`config.mk`:
```
export PLATFORM = sky130hd
export DESIGN_NAME = fetch_stage
export DESIGN_NICKNAME = d
export VERILOG_FILES = /design/src/rtl/fetch_pkg.sv /design/src/rtl/fetch_stage_if_id_reg.sv /design/src/rtl/fetch_stage.sv
export SDC_FILE = /design/constraint.sdc
export NUM_CORES = 1
export LEC_CHECK = 0
export ABC_AREA = 1
export CELL_PAD_IN_SITES_DETAIL_PLACEMENT = 0
export CELL_PAD_IN_SITES_GLOBAL_PLACEMENT = 2
export CORE_AREA = 5 5 224 139
export CTS_CLUSTER_DIAMETER = 40
export DETAILED_ROUTE_END_ITERATION = 16
export DIE_AREA = 0 0 229 144
export GPL_TIMING_DRIVEN = 1
export PLACE_DENSITY_LB_ADDON = 0.25
export SYNTH_ARGS = -nofsm -noshare
export SYNTH_HDL_FRONTEND = slang
export SYNTH_SLANG_ARGS = --single-unit
export TNS_END_PERCENT = 10
```
`constraint.sdc`:
```
create_clock -name clk -period 11.7 [get_ports clk]
set_clock_uncertainty 0.15 [all_clocks]
set_input_delay 1.17 -clock clk [delete_from_list [all_inputs] [get_ports clk]]
set_output_delay 1.17 -clock clk [all_outputs]
set_load 0.005 [all_outputs]
```
`src/rtl/fetch_pkg.sv`:
```
// fetch_pkg
//   Shared types and constants for the instruction-fetch stage.
//   fetch_state_t  : fetch FSM state (BOOT, RUN, HALT)
//   DEFAULT_NOP_INSTR / DEFAULT_RESET_PC : default parameter values
//   align_word()   : clears the two low address bits of a byte address
package fetch_pkg;

    typedef enum logic [1:0] {
        BOOT = 2'd0,
        RUN  = 2'd1,
        HALT = 2'd2
    } fetch_state_t;

    // ADDI x0,x0,0 -- the canonical bubble
    localparam logic [31:0] DEFAULT_NOP_INSTR = 32'h0000_0013;
    localparam logic [31:0] DEFAULT_RESET_PC  = 32'h0000_0000;

    // Instruction addresses are always word aligned; misaligned targets are silently fixed.
    function automatic logic [31:0] align_word(input logic [31:0] addr);
        return addr & 32'hFFFF_FFFC;
    endfunction

endpackage

```
`src/rtl/fetch_stage_if_id_reg.sv`:
```
// if_id_reg
//   IF/ID pipeline register with load / bubble / hold controls.
//   Ports:
//     clk, rst          : clock, asynchronous active-high reset
//     load              : capture {valid=1, in_pc, in_pc+4, in_instr}
//     bubble            : capture {valid=0, in_pc, in_pc+4, NOP_INSTR}
//     in_pc, in_instr   : PC and instruction word being captured
//     valid, pc, pc4, instr : registered IF/ID contents
//   When neither load nor bubble is set the register holds.
module if_id_reg
    import fetch_pkg::*;
#(
    parameter logic [31:0] NOP_INSTR = DEFAULT_NOP_INSTR
) (
    input  logic        clk,
    input  logic        rst,
    input  logic        load,
    input  logic        bubble,
    input  logic [31:0] in_pc,
    input  logic [31:0] in_instr,
    output logic        valid,
    output logic [31:0] pc,
    output logic [31:0] pc4,
    output logic [31:0] instr
);

    // Bubble takes priority over load so a redirect can never leak a real instruction.
    always_ff @(posedge clk or posedge rst) begin
        if (rst) begin
            valid <= 1'b0;
            pc    <= 32'h0000_0000;
            pc4   <= 32'h0000_0000;
            instr <= NOP_INSTR;
        end else if (bubble) begin
            valid <= 1'b0;
            pc    <= in_pc;
            pc4   <= in_pc + 32'd4;
            instr <= NOP_INSTR;
        end else if (load) begin
            valid <= 1'b1;
            pc    <= in_pc;
            pc4   <= in_pc + 32'd4;
            instr <= in_instr;
        end
    end

endmodule

```
`src/rtl/fetch_stage.sv`:
```
// fetch_stage
//   Instruction-fetch control for the 5-stage RV32I pipeline. Owns the PC, drives the
//   combinational instruction memory and fills the IF/ID register.
//   Ports:
//     clk, rst                        : clock, asynchronous active-high reset
//     imem_addr / imem_rdata          : instruction memory address (= pc) and returned word
//     stall, flush                    : hazard-unit hold and bubble requests
//     redirect_valid, redirect_target : taken branch/jump from EX
//     halt_req                        : stop fetching
//     if_id_valid/pc/pc4/instr        : IF/ID register contents
//     fetch_count                     : number of real instructions delivered to decode
//     halted                          : FSM is in HALT
module fetch_stage
    import fetch_pkg::*;
#(
    parameter logic [31:0] RESET_PC  = DEFAULT_RESET_PC,
    parameter logic [31:0] NOP_INSTR = DEFAULT_NOP_INSTR
) (
    input  logic        clk,
    input  logic        rst,
    output logic [31:0] imem_addr,
    input  logic [31:0] imem_rdata,
    input  logic        stall,
    input  logic        flush,
    input  logic        redirect_valid,
    input  logic [31:0] redirect_target,
    input  logic        halt_req,
    output logic        if_id_valid,
    output logic [31:0] if_id_pc,
    output logic [31:0] if_id_pc4,
    output logic [31:0] if_id_instr,
    output logic [31:0] fetch_count,
    output logic        halted
);

    fetch_state_t state, state_next;
    logic [31:0]  pc, pc_next;
    logic         ifid_load, ifid_bubble, count_inc;

    assign imem_addr = pc;

    // Next-state / next-PC decision. Within RUN a redirect wins over everything, then a halt
    // request, then stall, flush and finally a normal fetch. A halt that coincides with a
    // stall leaves IF/ID untouched; otherwise the halt edge already writes a bubble.
    always_comb begin
        state_next  = state;
        pc_next     = pc;
        ifid_load   = 1'b0;
        ifid_bubble = 1'b0;
        count_inc   = 1'b0;
        case (state)
            BOOT: begin
                state_next = RUN;
            end
            RUN: begin
                if (redirect_valid) begin
                    pc_next     = align_word(redirect_target);
                    ifid_bubble = 1'b1;
                end else if (halt_req) begin
                    state_next  = HALT;
                    ifid_bubble = !stall;
                end else if (stall) begin
                    pc_next = pc;
                end else if (flush) begin
                    pc_next     = pc + 32'd4;
                    ifid_bubble = 1'b1;
                end else begin
                    pc_next   = pc + 32'd4;
                    ifid_load = 1'b1;
                    count_inc = 1'b1;
                end
            end
            HALT: begin
                ifid_bubble = 1'b1;
                if (redirect_valid) begin
                    pc_next    = align_word(redirect_target);
                    state_next = RUN;
                end
            end
            default: begin
                state_next = BOOT;
            end
        endcase
    end

    // FSM state, PC, delivered-instruction counter and the registered halted flag.
    always_ff @(posedge clk or posedge rst) begin
        if (rst) begin
            state       <= BOOT;
            pc          <= RESET_PC;
            fetch_count <= 32'h0000_0000;
            halted      <= 1'b0;
        end else begin
            state  <= state_next;
            pc     <= pc_next;
            halted <= (state_next == HALT);
            if (count_inc) begin
                fetch_count <= fetch_count + 32'd1;
            end
        end
    end

    if_id_reg #(
        .NOP_INSTR(NOP_INSTR)
    ) u_if_id (
        .clk      (clk),
        .rst      (rst),
        .load     (ifid_load),
        .bubble   (ifid_bubble),
        .in_pc    (pc),
        .in_instr (imem_rdata),
        .valid    (if_id_valid),
        .pc       (if_id_pc),
        .pc4      (if_id_pc4),
        .instr    (if_id_instr)
    );

endmodule

```
==> impl_results.rst <==
.. list-table::
   :header-rows: 1

   * - Metric
     - Value
   * - GR met3 Demand/Resource
     - 5.51%
   * - Arrival @ worst endpoint
     - 4.77 ns
   * - IO Pins
     - 232
   * - Initial Utilization
     - 27.2%
   * - Largest net degree at the start of global routing
     - 96
   * - Peak supply drop
     - 91.9 uV
   * - Num Clock Sinks
     - 158
   * - Sequential cell area
     - 3960 sq um
   * - Routing usage on met2
     - 23.7%
   * - Share of synthesized cell area in and, or, nand and nor gates
     - 34.6%
   * - Synthesized instance count
     - 1046
   * - Routed Antenna Nets
     - 0
   * - Share of post-route cells with drive strength above 1
     - 4.80%
   * - Overall die area
     - 33000 sq um
   * - Fraction of synthesized area in multiplexers
     - 0%
   * - Final Routed Wirelength
     - 29500 um
   * - Global-route wire length before repair
     - 44800 um
   * - Initial detailed-routing violation count
     - 502
   * - Setup Total Neg Slack
     - 0 ns
   * - CTS Hold Buffers Added
     - 0
   * - Layout Area Growth over Synthesis
     - 38.9%
   * - Leakage power figure
     - 5.02 nW
   * - Via count normalized by instance count
     - 4.48
   * - Input/output buffers
     - 223
   * - Number of failing setup endpoints in the final timing report
     - 0
   * - FP Rows
     - 49
   * - Kind of capture point of the worst setup path
     - flop
   * - Adder-cell area share of the yosys netlist
     - 0.947%
   * - Final worst path period need
     - 4.64 ns
   * - Most used flip-flop cell after synthesis
     - sky130_fd_sc_hd__dfrtp_1
   * - Count of final max-slew check failures
     - 0
   * - Post-CTS sizing
     - 0
   * - Max-cap check violation count
     - 0
   * - RSZ-0062 raised after global routing
     - no
   * - Netlist cell types
     - 36
   * - Number of cells traversed by the worst register-to-register path
     - 10
   * - Filler Cell Count
     - 3092
   * - Via count of the first global-routing pass
     - 7111
   * - H-tree lvl count
     - 4
   * - Worst setup SP type
     - primary input
   * - Clock tree from TritonCTS
     - done
   * - First drt pass iteration count
     - 6
   * - Critical Path RT
     - 11.83 ns
   * - Total number of vias
     - 7394
   * - Total Power
     - 0.00257 W
   * - Post-detailed-placement half-perimeter wirelength
     - 21600 um
   * - Post-CTS setup buffer count
     - 0
   * - Die span in y
     - 144 um
   * - TritonCTS buffer count
     - 17
   * - Status
     - finished, final reports clean
   * - Flop and latch count out of synthesis
     - 158
   * - Area of the core region
     - 29100 sq um
   * - Fin. Hold Viols
     - 0
   * - Fin nets
     - 1333
   * - Maximum clock insertion buffer count
     - 2
   * - Seq/Total Area, Yosys
     - 49.9%
   * - Floorplan die width
     - 229 um
   * - Async set-reset flop share out of synthesis
     - 100%
   * - Least setup slack across all paths after layout
     - 7.06 ns
   * - Syn Std Cell Area
     - 7930 sq um
   * - Peak clock frequency supported by timing
     - 216 MHz
   * - WS Path Type
     - in2reg
   * - Cells on Worst Hold Path
     - 2
   * - Warnings from Yosys
     - 0
   * - Power density over the cells
     - 234 nW/um^2
   * - Clk Tree Root Cell
     - sky130_fd_sc_hd__clkbuf_16
   * - Multi-input gate area
     - 3510 sq um
   * - Wirelength per Cell
     - 17.9 um
   * - Mean post-synth cell area
     - 7.58 sq um
   * - Xor/xnor cell area share of the yosys netlist
     - 2.76%
   * - Most used routing layer in global routing
     - met1
   * - Actual slew at the worst max-slew pin
     - 0.983 ns
   * - Clock-pin transition on the worst setup and hold timing paths
     - 0.07 ns
   * - Initial antenna violation count
     - 1
   * - GP Congestion
     - 0.781
   * - Clock latency of the later-clocked register in the worst-skew pair
     - 0.45 ns
   * - Post-route DRC violation count
     - 0
   * - Number of flops mapped to enable cells by yosys
     - 0
   * - Type of the most critical hold path
     - reg2reg
   * - Post-placement worst setup slack
     - 6.50 ns
   * - Synth Area in Compound Gates
     - 5.59%
   * - Part of the cycle the worst path needs
     - 39.6%
   * - Global routing usage on met1
     - 28.4%
   * - Ant diodes
     - 0
   * - Main combinational cell family by area after synthesis
     - simple AND/OR/NAND/NOR gates
   * - Total global routing overflow
     - 0
   * - Total routing resource utilization after global routing
     - 17.9%
   * - Worst-path maximum fanout
     - 88
   * - Worst slew margin relative to its limit
     - 34.5%
through the flow:
| stage | hold WS (ns) | instances | util (%) | cell area [sq um] |
|---|---|---|---|---|
| final | 0.320 | 1652 | 37.8 | 11000 |
| after global routing | 0.340 | 1652 | 37.8 | 11000 |
| after detailed placement | 0.308 | 1620 | 35.9 | 10500 |
| after floorplan | 0.306 | 1051 | - | 7950 |
| after CTS | 0.325 | 1652 | 37.8 | 11000 |
| after global placement | 0.303 | 1620 | 35.9 | 10500 |
worst max-delay path, stage by stage:
cell,delay [ns]
sky130_fd_sc_hd__clkdlybuf4s50_1,0.51
sky130_fd_sc_hd__nor2_4,0.11
sky130_fd_sc_hd__buf_4,0.52
sky130_fd_sc_hd__nand2_1,0.20
sky130_fd_sc_hd__nand3_4,0.36
sky130_fd_sc_hd__nand2_4,0.47
sky130_fd_sc_hd__inv_4,0.36
sky130_fd_sc_hd__buf_4,0.74
sky130_fd_sc_hd__o21ai_0,0.20
cells in the final DEF, fill, tap and decap left out, types with 4 or more instances in the layout:
cell type | netlist | final
sky130_fd_sc_hd__nor2_1 | 148 | 148
sky130_fd_sc_hd__clkdlybuf4s50_1 | 0 | 223
sky130_fd_sc_hd__nor2_4 | 3 | 4
sky130_fd_sc_hd__inv_1 | 64 | 63
sky130_fd_sc_hd__clkinvlp_4 | 0 | 4
sky130_fd_sc_hd__nand2_2 | 4 | 4
sky130_fd_sc_hd__ha_1 | 6 | 6
sky130_fd_sc_hd__dfrtp_1 | 155 | 155
sky130_fd_sc_hd__o21ai_1 | 4 | 4
sky130_fd_sc_hd__xor2_1 | 20 | 20
sky130_fd_sc_hd__nor2_2 | 8 | 7
sky130_fd_sc_hd__o22ai_1 | 6 | 6
sky130_fd_sc_hd__nand3b_1 | 13 | 13
sky130_fd_sc_hd__nand2_1 | 412 | 412
sky130_fd_sc_hd__a21oi_1 | 6 | 6
sky130_fd_sc_hd__conb_1 | 1 | 6
sky130_fd_sc_hd__clkbuf_16 | 0 | 17
sky130_fd_sc_hd__a31oi_1 | 12 | 12
sky130_fd_sc_hd__xnor2_1 | 5 | 5
sky130_fd_sc_hd__clkinv_4 | 0 | 4
sky130_fd_sc_hd__nand3_1 | 69 | 69
sky130_fd_sc_hd__o21ai_0 | 53 | 53
report_power, final:
part           leakage, nW  internal [W]  switching, W
clock                0.256      0.000285      0.000251
combinational         2.73      0.000515      0.000603
sequential            2.03      0.000747      0.000173
per-layer routing:
metal / routed length (um) / up-vias
met4: 148 / 2
met3: 1560 / 9
met2: 11600 / 134
li1: - / 3688
met5: 13 / -
met1: 16100 / 3561
sequential cells by signal, indices dropped and copies added, names as in the netlist:
register and flops:
u_if_id.pc 30, u_if_id.instr 32, u_if_id.valid 1, imem_addr 30, u_if_id.pc4 30, fetch_count 32, state 2, halted 1
final cells by class:
type                            instances  area share, %
Clock buffer                           21           4.18
Clock inverter                         11          0.795
Inverter                               69           2.42
Multi-Input combinational cell        785           31.8
Sequential cell                       158           35.9
Tap cell                              382           4.34
Timing Repair Buffer                  226           20.5
cell families after synthesis:
kind of cell,count (synthesis)
flops,158
buf+inv,108
simple gates,665
xor+xnor,25
fa+ha+maj,6
other cells,1
compound gates,83
cells in the mapped netlist (4+ instances only):
master	instances	share of area, %
sky130_fd_sc_hd__a21oi_1	6	0.38
sky130_fd_sc_hd__a31oi_1	12	0.95
sky130_fd_sc_hd__buf_2	18	1.1
sky130_fd_sc_hd__buf_4	7	0.66
sky130_fd_sc_hd__buf_6	4	0.57
sky130_fd_sc_hd__clkbuf_1	10	0.47
sky130_fd_sc_hd__dfrtp_1	155	49
sky130_fd_sc_hd__ha_1	6	0.95
sky130_fd_sc_hd__inv_1	64	3.0
sky130_fd_sc_hd__nand2_1	412	20
sky130_fd_sc_hd__nand2_2	4	0.32
sky130_fd_sc_hd__nand3_1	69	4.4
sky130_fd_sc_hd__nand3b_1	13	1.2
sky130_fd_sc_hd__nor2_1	148	7.0
sky130_fd_sc_hd__nor2_2	8	0.63
sky130_fd_sc_hd__o21ai_0	53	3.3
sky130_fd_sc_hd__o21ai_1	4	0.25
sky130_fd_sc_hd__o22ai_1	6	0.47
sky130_fd_sc_hd__xnor2_1	5	0.55
sky130_fd_sc_hd__xor2_1	20	2.2
path summary, 6_finish.rpt:
check | start | to | slack (ns)
max | redirect_valid | u_if_id.pc[19]$_DFFE_PP0P_ | 7.06
min | u_if_id.instr[26]$_DFFE_PP0P_ | u_if_id.instr[26]$_DFFE_PP0P_ | 0.32
max reg2reg | state[0]$_DFF_PP0_ | u_if_id.pc[19]$_DFFE_PP0P_ | 7.53
min reg2reg | u_if_id.instr[26]$_DFFE_PP0P_ | u_if_id.instr[26]$_DFFE_PP0P_ | 0.32
max in group asynchronous | rst | fetch_count[29]$_DFFE_PP0P_ | 8.78
min in group asynchronous | rst | u_if_id.instr[17]$_DFFE_PP0P_ | 1.15
No activity file was read; power rests on OpenSTA's default activity.
